$ cat config.mk
export PLATFORM = sky130hd
export DESIGN_NAME = line_follower_pwm_fsm
export DESIGN_NICKNAME = d
export VERILOG_FILES = /design/src/rtl/line_follower_pwm_fsm.sv
export SDC_FILE = /design/constraint.sdc
export NUM_CORES = 1
export LEC_CHECK = 0
export BUFFER_PORTS_ARGS = -buffer_cell sky130_fd_sc_hd__buf_2
export CAP_MARGIN = 10
export CORE_ASPECT_RATIO = 0.5
export CORE_MARGIN = 2
export CORE_UTILIZATION = 55
export DETAILED_ROUTE_END_ITERATION = 8
export MAX_ROUTING_LAYER = met4
export PLACE_DENSITY = 0.85
export SLEW_MARGIN = 20
export SYNTH_ARGS = -nofsm -noshare
export SYNTH_HDL_FRONTEND = slang
export SYNTH_SLANG_ARGS = --single-unit
$ cat constraint.sdc
create_clock -name clk -period 2.1 [get_ports clk]
set_input_delay 0.315 -clock clk [delete_from_list [all_inputs] [get_ports clk]]
set_output_delay 0.315 -clock clk [all_outputs]
set_load 0.1 [all_outputs]
$ cat src/rtl/line_follower_pwm_fsm.sv
// rtl/line_follower_pwm_fsm.sv - line-follower H-bridge drive FSM with sensor debounce, dead-time and PWM
// Optional soft-start duty ramp is enabled by defining SOFT_START_EN.
module line_follower_pwm_fsm #(
  parameter int PERIOD       = 10000,
  parameter int DUTY_W       = 14,
  parameter int DEBOUNCE_CYC = 16,
  parameter int DEADTIME_CYC = 8,
  parameter int RAMP_STEP    = 64
) (
  input  logic              clk,
  input  logic              reset,
  input  logic              en,
  input  logic [2:0]        sens_i,
  input  logic [DUTY_W-1:0] duty_i,
  output logic [3:0]        mot_o,
  output logic [2:0]        state_o,
  output logic              pwm_o
);

  localparam int CNT_W = $clog2(PERIOD);
  localparam int DB_W  = (DEBOUNCE_CYC > 1) ? $clog2(DEBOUNCE_CYC) : 1;
  localparam int DT_W  = (DEADTIME_CYC > 1) ? $clog2(DEADTIME_CYC) : 1;

  localparam logic [2:0] S_STANDBY = 3'd0;
  localparam logic [2:0] S_FWD     = 3'd1;
  localparam logic [2:0] S_RIGHT   = 3'd2;
  localparam logic [2:0] S_LEFT    = 3'd3;
  localparam logic [2:0] S_DEAD    = 3'd4;

  if (PERIOD < 2 || DEBOUNCE_CYC < 1 || DEADTIME_CYC < 0 || RAMP_STEP < 1) begin : g_param_check
    $error("line_follower_pwm_fsm: illegal parameter value");
  end

  logic [2:0]        r_sync1;
  logic [2:0]        r_sync2;
  logic [2:0]        r_filt;
  logic [DB_W-1:0]   r_db [3];
  logic [2:0]        r_state;
  logic [2:0]        r_saved;
  logic [DT_W-1:0]   r_dead_cnt;
  logic [CNT_W-1:0]  r_cnt;
  logic [DUTY_W-1:0] r_duty;
  logic [3:0]        r_mot;

  logic [2:0]        w_target;
  logic [2:0]        w_state_next;
  logic [2:0]        w_saved_next;
  logic [DT_W-1:0]   w_dead_next;
  logic [3:0]        w_dir;
  logic              w_wrap;
  logic              w_pwm;
  logic [DUTY_W-1:0] w_eff_duty;

  // A filtered bit flips only after the synced value has disagreed with it for DEBOUNCE_CYC cycles in a row.
  always_ff @(posedge clk) begin
    if (reset) begin
      r_sync1 <= 3'b000;
      r_sync2 <= 3'b000;
      r_filt  <= 3'b000;
      for (int b = 0; b < 3; b++) r_db[b] <= '0;
    end else begin
      r_sync1 <= sens_i;
      r_sync2 <= r_sync1;
      for (int b = 0; b < 3; b++) begin
        if (r_sync2[b] == r_filt[b]) begin
          r_db[b] <= '0;
        end else if (r_db[b] == DB_W'(DEBOUNCE_CYC - 1)) begin
          r_filt[b] <= r_sync2[b];
          r_db[b]   <= '0;
        end else begin
          r_db[b] <= r_db[b] + 1'b1;
        end
      end
    end
  end

  always_comb begin
    w_target = S_FWD;
    if (!en || r_filt == 3'b111) begin
      w_target = S_STANDBY;
    end else begin
      case (r_filt)
        3'b001, 3'b101:         w_target = S_LEFT;
        3'b010, 3'b110, 3'b100: w_target = S_RIGHT;
        default:                w_target = S_FWD;
      endcase
    end
  end

  always_ff @(posedge clk) begin
    if (reset) begin
      r_state    <= S_STANDBY;
      r_saved    <= S_STANDBY;
      r_dead_cnt <= '0;
    end else begin
      r_state    <= w_state_next;
      r_saved    <= w_saved_next;
      r_dead_cnt <= w_dead_next;
    end
  end

  // DEAD always completes to the target captured on entry; a newer target is picked up afterwards.
  always_comb begin
    w_state_next = r_state;
    w_saved_next = r_saved;
    w_dead_next  = r_dead_cnt;
    if (r_state == S_DEAD) begin
      if (r_dead_cnt == '0) w_state_next = r_saved;
      else                  w_dead_next  = r_dead_cnt - 1'b1;
    end else if (w_target != r_state) begin
      if (DEADTIME_CYC == 0) begin
        w_state_next = w_target;
      end else begin
        w_state_next = S_DEAD;
        w_saved_next = w_target;
        w_dead_next  = DT_W'(DEADTIME_CYC - 1);
      end
    end
  end

  always_comb begin
    w_dir = 4'b0000;
    case (r_state)
      S_FWD:   w_dir = 4'b1010;
      S_RIGHT: w_dir = 4'b1001;
      S_LEFT:  w_dir = 4'b0110;
      default: w_dir = 4'b0000;
    endcase
  end

  assign w_wrap = (r_cnt == CNT_W'(PERIOD - 1));
  assign w_pwm  = (32'(r_cnt) < 32'(r_duty));

`ifdef SOFT_START_EN
  logic [DUTY_W-1:0] r_ramp;
  logic [DUTY_W:0]   w_ramp_sum;
  logic              w_driving;

  assign w_driving  = (r_state != S_STANDBY) && (r_state != S_DEAD);
  assign w_ramp_sum = {1'b0, r_ramp} + (DUTY_W + 1)'(RAMP_STEP);
  // The next ramp step is what gets latched at the wrap, so the first full period already runs at RAMP_STEP.
  assign w_eff_duty = !w_driving ? '0 :
                      (w_ramp_sum >= {1'b0, duty_i}) ? duty_i : w_ramp_sum[DUTY_W-1:0];

  always_ff @(posedge clk) begin
    if (reset || !w_driving) r_ramp <= '0;
    else if (w_wrap)         r_ramp <= w_eff_duty;
  end
`else
  assign w_eff_duty = duty_i;
`endif

  always_ff @(posedge clk) begin
    if (reset) begin
      r_cnt  <= '0;
      r_duty <= '0;
      r_mot  <= 4'b0000;
    end else begin
      r_cnt <= w_wrap ? '0 : r_cnt + 1'b1;
      if (w_wrap) r_duty <= w_eff_duty;
      r_mot <= w_dir & {4{w_pwm}};
    end
  end

  assign mot_o   = r_mot;
  assign state_o = r_state;
  assign pwm_o   = w_pwm;

endmodule

======== After elaboration in Yosys (flattened, before gate mapping) ========
Memory sizes are Yosys's and may differ from the RTL's.
Index checks and enable logic that the tools add are counted.
word-level totals
  ROM bits ................................ 0
  register bits after elaboration ......... 50
  RAM bits ................................ 12
  output and inout port bits .............. 8
  latch bits .............................. 0
  memories ................................ 1
  bits of input ports ..................... 20
cells by class
  add/subtract/negate cells ............... 5
  reduce and logical (&&, ||, !) cells .... 13
  shift-type cells ........................ 0
  div/mod/pow operators ................... 0
  muxes and demuxes ....................... 53
  $lt $le $gt $ge ......................... 1
  $mul .................................... 0
  bitwise logic cells ..................... 14
  equality and inequality tests ........... 20
memories
  memory  words  bits a word  read ports  clocked after Yosys merged registers in  wr ports  RTL line  RTL
  r_db    3      4            3           0                                        3         37        logic [DB_W-1:0] r_db [3];
operators with widths
  operator                 count
  $mux W4                  9
  $mux W1                  35
  $mux W3                  6
  $eq A3 B3 Y1 const B     5
  $add A14 B1 Y14 const B  1
  $eq A14 B14 Y1 const B   1
  $lt A14 B14 Y1           1
  $add A4 B1 Y4 const B    3
  $eq A4 B4 Y1 const B     3
  $pmux W4 S3              1
  $reduce_and A2 Y1        6
  $eq A3 B2 Y1 const B     3
  $or A1 B1 Y1             9
  $eq A3 B1 Y1 const B     2
  $and A4 B4 Y4            1
  $not A1 Y1               4
  $pmux W2 S2              1
  $reduce_or A2 Y1         2
  $eq A1 B1 Y1             3
  $logic_not A3 Y1         1
  $ne A3 B3 Y1             1
  $reduce_or A3 Y1         1
  $sub A3 B1 Y3 const B    1
  $mux W2                  1
  other kinds (5)          5

======== Logic depth before layout (Yosys ltp) ========
An unclocked memory read counts as a cell.
  depth in word-level cells ............... 8
  depth in mapped cells ................... 7
  mapped depth without buffers ............ 7

======== Worst setup path before layout ========
No wires, ideal clock.
  path type ............................... reg-to-output
  start ................................... register r_cnt[11]
  end ..................................... output port pwm_o
  required time ........................... 1785 ps
  cell stages (with the launch flop) ...... 7
  data arrival time ....................... 1935 ps
  path buffers ............................ 0
  setup slack ............................. -150 ps
  cells stage by stage .................... dfxtp_1 -> ha_1 -> a21o_1 -> a21o_1 -> a21oi_1 -> o221ai_1 -> inv_1
on the way
  cells in the longest elaborated chain, start to end .. 1
RTL lines
  element                 RTL line  RTL
  from (decl)             41        logic [CNT_W-1:0] r_cnt;
  from (signal assigned)  159       r_cnt <= w_wrap ? '0 : r_cnt + 1'b1;
  $lt A14 B14 Y1          132       assign w_pwm = (32'(r_cnt) < 32'(r_duty));
  to (decl)               17        output logic pwm_o
No other way between the ends.

======== Final worst setup path ========
  start ................................... register r_duty[7]
  end ..................................... output port pwm_o
on the way
  cells in the longest elaborated chain, start to end .. 1
RTL lines
  element                 RTL line  RTL
  from (decl)             42        logic [DUTY_W-1:0] r_duty;
  from (signal assigned)  160       if (w_wrap) r_duty <= w_eff_duty;
  $lt A14 B14 Y1          132
No other way between the ends.

==> reports/qor.csv <==
metric;value;unit
clk_lat worst skew;0.34;ns
Slew Viols, Final;0;
dpl ws;0.134;ns
hold buffers post-CTS;0;
Seq cells post-synth;61;
Vias;2279;
clock tree buffer depth;2;
CTS root buffer;clkbuf_8;
drt wl/cell;14.3;µm
filler instances;345;
Final Cycle Share;107;%
Max Fclk;447;MHz
Worst Hold Class;input port to flop;
register area share after synthesis;45.1;%
met1 Track Usage GR;25.2;%
clk slew on worst S/H paths;0.06;ns
Final Util;70.3;%
Post-DP Area;0.00322;mm²
Placement Rows;18;
initial core utilization;58.7;%
synthesis-to-finish area growth;19.8;%
Post-synth EDFFs;12;
global-route wire length before repair;10.4;mm
I/O pin cnt;28;
antenna viol nets, final;0;
Worst Path Arrival;1.92;ns
GRT Max-Usage Layer;met2;
drt via density;5.29;
power density cells;667;mW/mm²
met3 usage;6.79;%
min cycle time layout;2.24;ns
leak pwr;0.00152;µW
PortBufs;27;
Slew @ Worst Pin;0.520;ns
Synth warnings;0;
Critical Path RT;1.78;ns
worst-path fanout max;2;
Die Wd;108;µm
clock skew;0.0111;ns
crit path cell chain;inv_2 -> ha_4 -> nand4_1 -> nor2_1 -> o21ai_1 -> o221ai_2 -> clkinvlp_4 -> buf_12;
CP max-delay cell;dfxtp_2;
Final Hold Fails;0;
Mapped Cells;310;
CTS tree;built;
Cell variety after synth;48;
RSZ-0062 raised after global routing;yes;
share of the synthesized area in the top cell type;33.0;%
share of synthesized flip-flops with an asynchronous set or reset;0;%
initial DRC count;103;
crit start category;flop;
Mapped Area;0.00297;mm²
VDD IR max;0.000395;V
Rel. slew slack;65.3;%
antenna cell count;0;
vias in the first global route;2280;
Area contributors post-synth;dfxtp_1, edfxtp_1, ha_1;
Top FF cell, synth;dfxtp_1;
CP peak stage delay;0.33;ns
ratio of cells with drive above 1 in the final layout;27.4;%
status;complete, but fails checks;
TritonCTS Sinks;61;
post-route cell area;0.00356;mm²
PnR Total Power;2380;µW
GR Overflow Total;0;
worst setup margin;-0.137;ns
violated checks;setup timing;
H-tree lvl count;3;
drt drc;0;
synthesized area per cell;9.59;µm²
core area;0.00507;mm²
Post-Layout Cell Count;431;
DP HPWL;4.08;mm
# Max-Cap Violations;0;
Final setup viols;1;
antenna violations before repair;0;
Critical Path End Type;primary output;
grt met2 use;38.7;%
GRT Total Usage;22.9;%
dpl cells;410;
largest net degree at the start of global routing;22;
Final GP Congestion;0.822;
Layout Nets;395;
Setup CP Type;flop to primary output;
final wirelength;6.14;mm
CTS buffer count;9;
Die Span Y;56.0;µm
drt first pass iters;4;
Die Area;0.00604;mm²
cell taking the most area after synthesis;dfxtp_1;
[final cells by class]
cell class / count / area, µm² / area share, %
Timing Repair Buffer: 35 / 210 / 5.90
Clock inverter: 2 / 10.0 / 0.281
Multi-Input combinational cell: 223 / 1630 / 45.8
Clock buffer: 14 / 153 / 4.29
Inverter: 26 / 101 / 2.85
Tap cell: 70 / 87.6 / 2.46
Sequential cell: 61 / 1370 / 38.5
[cell usage after synthesis, drive strengths merged, types with 2 or more instances]
cell	instances
a211oi	2
a21o	3
a21oi	7
a221oi	2
a31oi	2
and3	5
and3b	2
buf	8
clkbuf	3
dfxtp	49
edfxtp	12
ha	19
inv	26
mux2i	17
nand2	10
nand2b	4
nand3	15
nand4	7
nor2	55
nor2b	7
nor3	6
nor4	2
o21ai	5
o31a	2
or3	2
xnor2	12
xor2	12
[where the power goes]
part,switching (µW),internal [µW]
registers,30.3,1220
clock network,427,458
logic,136,100
[cells in the final DEF, fill, tap and decap left out, types with 2 or more instances in the layout]
cell	n
nor2_1	54
dfxtp_1	28
buf_2	26
dfxtp_2	20
inv_1	19
mux2i_1	17
nand3_1	15
xor2_1	12
xnor2_1	12
ha_1	12
edfxtp_1	12
conb_1	12
clkbuf_8	10
nand2_1	9
buf_4	8
nor2b_1	7
ha_4	7
inv_2	6
nand4_1	6
nor3_1	6
and3_1	5
a21oi_1	5
nand2b_1	4
clkbuf_1	4
a21o_1	3
o21ai_0	3
a21oi_2	2
a211oi_2	2
nor4_1	2
and3b_1	2
or3_1	2
o31a_1	2
a221oi_1	2
clkinv_2	2
[flip-flops by register name, indices dropped and copies added, names as in the netlist]
register and flops:
r_sync1 3, r_sync2 3, r_duty 14, r_cnt 14
r_db 12, r_filt 3, state_o 3, r_dead_cnt 3
r_saved 2, mot_o 4
[layer usage]
layer	routed length (µm)	vias to the layer above	share of wire [%]
met5	0	-	0
met1	2600	1074	42
met4	167	0	2.7
li1	-	1135	-
met2	3120	52	51
met3	261	18	4.2
[critical path: cells and delay by family, from the launching register on]
family	cells	cell delay, ns
buffers and inverters	3	0.39
AO/OA/AOI/OAI	2	0.35
adder cells (fa/ha/maj)	1	0.27
AND/OR/NAND/NOR	2	0.23
flip-flops	1	0.33
[logic make-up (layout without fill, tap and decap cells)]
| family | Yosys count | after routing | synth area share (%) |
|---|---|---|---|
| compound gates | 30 | 30 | 8.00 |
| xor+xnor | 24 | 24 | 7.07 |
| fa+ha+maj | 20 | 20 | 8.33 |
| buf+inv | 37 | 77 | 5.39 |
| flops | 61 | 61 | 45.1 |
| mux | 17 | 17 | 5.72 |
| other cells | 1 | 12 | 0.126 |
| simple gates | 120 | 120 | 20.2 |
[timing repair]
item | CTS | global route
hold endpoints to repair | 0 | 0
setup endpoints to repair | 1 | 1
gates resized for setup | 37 | 3
setup buffers | 4 | 1
pin swaps | 7 | 3
[final timing paths]
check                           startpoint          to  slack (ns)  cells after the start
worst max-delay path             r_duty[7]       pwm_o       -0.14                      8
worst min-delay path             sens_i[0]  r_sync1[0]        0.19                      2
worst max register to register   r_cnt[11]    mot_o[2]        0.09                      9
worst min register to register  r_sync1[1]  r_sync2[1]        0.45                      1
[through the flow]
stage	setup TNS [ns]	hold WS [ns]
floorplan	0	0.414
CTS	-0.0616	0.184
detailed placement	0	0.432
finish	-0.137	0.191
global placement	0	0.418
global route	-0.226	0.183
Note: power is estimated with default switching activity, not from simulation.
